`src/rtl/transposed_buffer_reader_pkg.sv`:
```
// Shared constants and drain-FSM encoding for the transposed buffer
// reader of the interpolation datapath.
package transposed_buffer_reader_pkg;

  localparam int SAMPLE_W = 11;
  localparam int ROWS     = 9;
  localparam int COLS     = 4;
  localparam int COL_W    = ROWS * SAMPLE_W;
  localparam int FILL_W   = 4;
  localparam int IDX_W    = 2;

  typedef enum logic {
    ST_IDLE  = 1'b0,
    ST_DRAIN = 1'b1
  } drain_state_e;

endpackage

```
`src/rtl/transposed_buffer_reader.sv`:
```
// Write-side row counter and read-side column streamer for the 4x9
// transposed buffer; a holding register decouples filling from draining.
module transposed_buffer_reader
  import transposed_buffer_reader_pkg::*;
(
  input  logic                    CLK,
  input  logic                    RST_ASYNC_N,
  input  logic                    ROW_VALID,
  output logic                    ROW_READY,
  output logic                    WRITE_EN,
  input  logic signed [COL_W-1:0] COL_IN_0,
  input  logic signed [COL_W-1:0] COL_IN_1,
  input  logic signed [COL_W-1:0] COL_IN_2,
  input  logic signed [COL_W-1:0] COL_IN_3,
  output logic signed [COL_W-1:0] COL_OUT,
  output logic [IDX_W-1:0]        COL_IDX,
  output logic                    COL_VALID,
  input  logic                    COL_READY,
  output logic                    COL_LAST,
  output logic [FILL_W-1:0]       FILL_CNT,
  output drain_state_e            DRAIN_STATE
);

  // Handshakes: a transfer happens on a rising CLK edge where valid and
  // ready are both high; valid and its payload stay stable until then.

  logic [FILL_W-1:0]       fill_cnt_q, fill_cnt_d;
  drain_state_e            state_q, state_d;
  logic [IDX_W-1:0]        col_idx_q, col_idx_d;
  logic signed [COL_W-1:0] hold_q [COLS];
  logic signed [COL_W-1:0] hold_d [COLS];
  logic signed [COL_W-1:0] col_in [COLS];

  logic full;
  logic accept;
  logic col_fire;
  logic drain_end;
  logic capture;

  always_comb begin
    col_in[0] = COL_IN_0;
    col_in[1] = COL_IN_1;
    col_in[2] = COL_IN_2;
    col_in[3] = COL_IN_3;

    full      = (fill_cnt_q == FILL_W'(ROWS));
    accept    = ROW_VALID && !full;
    col_fire  = (state_q == ST_DRAIN) && COL_READY;
    drain_end = col_fire && (col_idx_q == IDX_W'(COLS - 1));
    // A full block is taken either into an empty holder or in the very
    // cycle the last column leaves, so consecutive blocks have no bubble.
    capture   = full && ((state_q == ST_IDLE) || drain_end);

    fill_cnt_d = fill_cnt_q;
    state_d    = state_q;
    col_idx_d  = col_idx_q;
    for (int c = 0; c < COLS; c++) hold_d[c] = hold_q[c];

    if (capture) begin
      for (int c = 0; c < COLS; c++) hold_d[c] = col_in[c];
      fill_cnt_d = '0;
      state_d    = ST_DRAIN;
      col_idx_d  = '0;
    end else begin
      if (accept) fill_cnt_d = fill_cnt_q + 1'b1;
      if (drain_end) begin
        state_d   = ST_IDLE;
        col_idx_d = '0;
      end else if (col_fire) begin
        col_idx_d = col_idx_q + 1'b1;
      end
    end
  end

  always_ff @(posedge CLK or negedge RST_ASYNC_N) begin
    if (!RST_ASYNC_N) begin
      fill_cnt_q <= '0;
      state_q    <= ST_IDLE;
      col_idx_q  <= '0;
      for (int c = 0; c < COLS; c++) hold_q[c] <= '0;
    end else begin
      fill_cnt_q <= fill_cnt_d;
      state_q    <= state_d;
      col_idx_q  <= col_idx_d;
      for (int c = 0; c < COLS; c++) hold_q[c] <= hold_d[c];
    end
  end

  assign ROW_READY   = !full;
  assign WRITE_EN    = accept;
  assign COL_VALID   = (state_q == ST_DRAIN);
  assign COL_OUT     = hold_q[col_idx_q];
  assign COL_IDX     = col_idx_q;
  assign COL_LAST    = COL_VALID && (col_idx_q == IDX_W'(COLS - 1));
  assign FILL_CNT    = fill_cnt_q;
  assign DRAIN_STATE = state_q;

endmodule

```
`config.mk`:
```
export PLATFORM = sky130hd
export DESIGN_NAME = transposed_buffer_reader
export DESIGN_NICKNAME = d
export VERILOG_FILES = /design/src/rtl/transposed_buffer_reader_pkg.sv /design/src/rtl/transposed_buffer_reader.sv
export SDC_FILE = /design/constraint.sdc
export NUM_CORES = 1
export LEC_CHECK = 0
export ABC_AREA = 0
export CORE_MARGIN = 10
export CORE_UTILIZATION = 35
export CTS_CLUSTER_SIZE = 24
export DETAILED_ROUTE_END_ITERATION = 7
export GPL_TIMING_DRIVEN = 1
export PLACE_DENSITY = 0.66
export SLEW_MARGIN = 20
export SYNTH_ARGS = -nofsm -noshare
export SYNTH_HDL_FRONTEND = slang
export SYNTH_SLANG_ARGS = --single-unit
export TNS_END_PERCENT = 100
```
`constraint.sdc`:
```
create_clock -name CLK -period 2.45 [get_ports CLK]
set_input_delay 0.735 -clock CLK [delete_from_list [all_inputs] [get_ports CLK]]
set_output_delay 0.735 -clock CLK [all_outputs]
set_load 0.01 [all_outputs]
```
# Yosys cells after proc, flatten, opt, wreduce, memory -nomap -nowiden
# Cells that the tools add are included.
dict set report totals {
  regBits 403
  in_bits 400
  out_inout_bits 110
  word_cells 34
}
dict set report op_classes {
  add_sub_neg 2
  magnitude_cmp 1
  n_eq_ne 2
  n_mux 10
  n_bitwise 2
  n_reduce_logical 10
}
# op count
set op_table {}
lappend op_table {{binary-select mux 99 bit (select 2 bit)} 1}
lappend op_table {{two-way mux 99 bit} 2}
lappend op_table {{two-way mux 4 bit} 2}
lappend op_table {{two-way mux 2 bit} 3}
lappend op_table {{logical AND 1 bit} 5}
lappend op_table {{adder 4 x 1 -> 4 bit (second input constant)} 1}
lappend op_table {{== test 4 bit (second input constant)} 1}
lappend op_table {{nonzero test 2 bit} 2}
lappend op_table {{greater-or-equal comparator 3 bit (second input constant)} 1}
lappend op_table {{inverter 2 -> 3 bit} 1}
lappend op_table {{nonzero test 3 bit} 1}
lappend op_table {{adder 2 x 1 -> 2 bit (second input constant)} 1}
lappend op_table {{== test 2 bit (second input constant)} 1}
lappend op_table {{two-way mux 1 bit} 2}
lappend op_table {{zero test 1 bit} 1}
lappend op_table {{logical OR 1 bit} 1}
lappend op_table {{inverter 1 bit} 1}

# Longest topological paths before layout
dict set report logic_depth {
  ltp_word 5
  ltp_mapped 8
  depth_no_buf 5
}

# Worst setup path before layout
# OpenSTA, ideal clock, no wires.
dict set report synth_path {
  kind {register to output}
  start {register col_idx_q[0] (netlist: COL_IDX[0])}
  end {output port COL_OUT[10]}
  arrival_ns 1.573
  setup_slack_ns 0.142
  stages_incl_launch_ff 4
  n_path_buf 2
  path_cell_list {dfrtp_1 -> clkbuf_1 -> buf_2 -> mux4_2}
}
dict set report synth_between {
  elab_chain_cells 4
}
# item line_no
set synth_rtl {}
lappend synth_rtl {{start: declaration} transposed_buffer_reader.sv:29} ;# logic [IDX_W-1:0] col_idx_q, col_idx_d;
lappend synth_rtl {{start signal: assignment} transposed_buffer_reader.sv:84} ;# col_idx_q <= col_idx_d;
lappend synth_rtl {{inverter 2 -> 3 bit (implied by the code)} transposed_buffer_reader.sv:92} ;# assign COL_OUT = hold_q[col_idx_q];
lappend synth_rtl {{binary-select mux 99 bit (select 2 bit)} transposed_buffer_reader.sv:92}
lappend synth_rtl {{two-way mux 99 bit (implied by the code) (2 in a row)} transposed_buffer_reader.sv:92}
lappend synth_rtl {{end: declaration} transposed_buffer_reader.sv:15} ;# output logic signed [COL_W-1:0] COL_OUT,
# No other way between the ends. The select of a mux whose other input is x is not followed.

# Worst setup path after layout
dict set report layout_path {
  start {register col_idx_q[0] (netlist: COL_IDX[0])}
  end {output port COL_OUT[45]}
}
# Same word-level chain as after synthesis.

==> flow_summary.json <==
{
  "grt_pass1_wl_um": 78870,
  "ioPinCount": 510,
  "finalWirelength_um": 53620,
  "ys_warn_count": 0,
  "areaGrowthSynthToFinish_pct": 48.70,
  "tightestPinTransition_ns": 0.4272,
  "power.static_leakage_nw": 10.59,
  "timing.critical_path.fanout_max": 11,
  "tritoncts": "done",
  "synthesis.area_um2": 17480,
  "crit_path_frequent_cell": "buf_4",
  "maxSlewViolCount": 0,
  "place_congestion": 0.8018,
  "drc_errors": 0,
  "yosysUniqueCellTypes": 27,
  "holdBufCountCts": 0,
  "synth_sequential_area_ratio_pct": 57.70,
  "drtIter0Drc": 473,
  "hold_class": "in2async",
  "route.detailed.wl_per_inst_um": 23.32,
  "startpoint_type": "flip-flop",
  "post-place-ws_ns": -0.2419,
  "start_util_pct": 35.56,
  "core_area_um2": 49150,
  "rows": 81,
  "synth_seq_cells": 403,
  "final_cell_count_no_fill": 2299,
  "grt_setup_unrepaired": "true",
  "first_global_vias": 12820,
  "finalCritPeriodShare_pct": 120.0,
  "number_of_max_capacitance_violations_reported": 0,
  "synthesis.nets": 1398,
  "grt_usage_pct": 17.18,
  "power.density_nw_per_um2": 1257,
  "violations": "negative setup slack",
  "cp_slowest_stage_delay_ns": 0.52,
  "final.setup.worst_slack_ns": -0.4899,
  "endpoint_kind": "output pin",
  "critPathArrivalTime_ns": 2.20,
  "maximum_root_to_sink_buffer_count": 3,
  "cts_inserted_buffers": 45,
  "tritonroute_pass_1_iters": 4,
  "synth.area.top_cells": "dfrtp_1, mux2_1, mux4_2",
  "finalPower_w": 0.03267,
  "async_reset_ff_share_pct": 100.0,
  "portBuffers": 509,
  "grt_max_degree": 80,
  "antenna_violations_before_repair": 13,
  "final.setup.tns_ns": -33.74,
  "maxClockFrequency_mhz": 340.1,
  "finish.net_count": 2000,
  "final.hold.worst_slack_ns": 0.07431,
  "clock_tree.htree_level_count": 2,
  "routed-via-count": 11170,
  "max-slew-margin-rel_pct": 71.52,
  "postRouteAntennaNets": 0,
  "post_route_cells_drive_above_1_share_pct": 34.87,
  "clock_skew_ns": 0.02017,
  "drt-vias-per-instance": 4.857,
  "synth_area_leader_cell": "dfrtp_1",
  "run_status": "finished with violations",
  "most_repeated_cell_in_the_gate_level_netlist_after_synthesis": "dfrtp_1",
  "die_height_um": 243.5,
  "clk_transition_reported_paths_ns": 0.06,
  "dieArea_um2": 59280,
  "setup.worst_path.class": "reg2out",
  "syn-instance-count": 995,
  "netlist_top_cells_count": "dfrtp_1, mux2_1, mux2_2",
  "dp.final_hpwl_um": 39130,
  "synthFlopType": "dfrtp_1",
  "required_ns": 1.71,
  "setup_viol": 100,
  "clock_sink_count": 403,
  "hold_viol": 0,
  "worst_ir_drop_vdd_v": 0.0006293,
  "grt_remaining_overflow": 0,
  "die_w_um": 243.5,
  "worst_path_slowest_cell": "mux4_2",
  "cell_count_after_placement": 2182,
  "synth_enable_flop_cells": 0,
  "synth.top_cell.area_share_pct": 57.70,
  "cts_root_buf": "clkbuf_16",
  "period_needed_ns": 2.940,
  "clock_insertion_delay_worst_skew_ns": 0.56,
  "syn_area_per_cell_um2": 17.57,
  "cp_cell_sequence": "buf_12 > buf_4 > buf_4 > mux4_2 > buf_6"
}
==> metal layers <==
| layer | track usage (%) | routed length, µm | up-vias |
|---|---|---|---|
| li1 | - | - | 4944 |
| met1 | 20.75 | 21740 | 5778 |
| met4 | 4.815 | 1046 | 18 |
| met2 | 28.81 | 26770 | 351 |
| met5 | 0 | 115 | - |
| met3 | 5.744 | 3946 | 76 |
==> cell usage in the layout, fill, tap and decap left out, types with 2 or more instances in the layout <==
cell type / n
mux4_2: 99
clkbuf_1: 9
dfrtp_1: 401
dfrtp_4: 2
o211ai_1: 2
clkdlybuf4s50_1: 402
clkdlybuf4s15_2: 9
buf_4: 44
a211oi_1: 2
mux2_1: 197
clkinv_2: 5
mux2_4: 3
buf_8: 8
buf_12: 20
clkbuf_2: 28
clkbuf_8: 12
bufinv_16: 5
buf_2: 16
nand2_1: 5
buf_6: 40
clkbuf_16: 61
inv_6: 2
mux2_2: 196
dlygate4sd2_1: 28
diode_2: 6
buf_16: 10
==> path summary, 6_finish.rpt <==
path	startpoint	end	slack (ns)	cells after the start
max in group asynchronous	RST_ASYNC_N	hold_q[351]	1.57	2
setup / recovery	COL_IDX[0]	COL_OUT[45]	-0.49	5
hold / removal	RST_ASYNC_N	hold_q[314]	0.07	1
setup reg to reg	COL_IDX[0]	hold_q[236]	0.03	11
hold reg to reg	hold_q[172]	hold_q[172]	0.48	1
min in group CLK	hold_q[172]	hold_q[172]	0.48	1
==> through the flow <==
stage | utilization [%] | area [µm²]
floorplan | - | 17480
global placement | 48.61 | 23890
detailed placement | 48.61 | 23890
CTS | 51.79 | 25450
global route | 52.87 | 25990
finish | 52.88 | 25990
==> where the power goes <==
group	internal, W	switching [W]
Sequential	0.0101	0.00173
Clock	0.00426	0.00266
Combinational	0.00850	0.00541
Total	0.0229	0.00980
==> cell type report <==
cell class	instances	area, µm²
Clock inverter	13	200.2
Fill cell	4074	23160
Timing Repair Buffer	622	6580
Antenna cell	6	15.01
Multi-Input combinational cell	523	6940
Clock buffer	66	1325
Sequential cell	403	10090
Inverter	2	7.507
Tap cell	664	830.8
==> worst max-delay path, delay by kind of cell (launching register included) <==
family / cells / cell delay (ns)
buf+inv: 4 / 0.61
flops: 1 / 0.50
mux: 1 / 0.52
==> logic make-up (layout without fill, tap and decap cells) <==
| logic type | after synthesis | count (layout) | share of synthesized area [%] |
|---|---|---|---|
| simple gates | 14 | 14 | 0.5011 |
| compound gates | 10 | 10 | 0.4223 |
| xor+xnor | 1 | 1 | 0.05012 |
| mux | 495 | 495 | 38.27 |
| fa+ha+maj | 3 | 3 | 0.2148 |
| flops | 403 | 403 | 57.70 |
| other cells | 0 | 6 | 0 |
| buf+inv | 69 | 703 | 2.849 |
==> state kept, by name, summed over array words and instances (netlist names) <==
| register | cells |
|---|---|
| COL_VALID | 1 |
| COL_IDX | 2 |
| FILL_CNT | 4 |
| hold_q | 396 |
==> timing repair <==
item	4_1_cts	5_1_grt
hold endpoints to repair	0	0
endpoints found under the setup margin	105	346
gates resized for setup	267	104
pin swaps	0	2
setup buffers	3	8
gates cloned	1	20
Note: power is estimated with default switching activity, not from simulation.
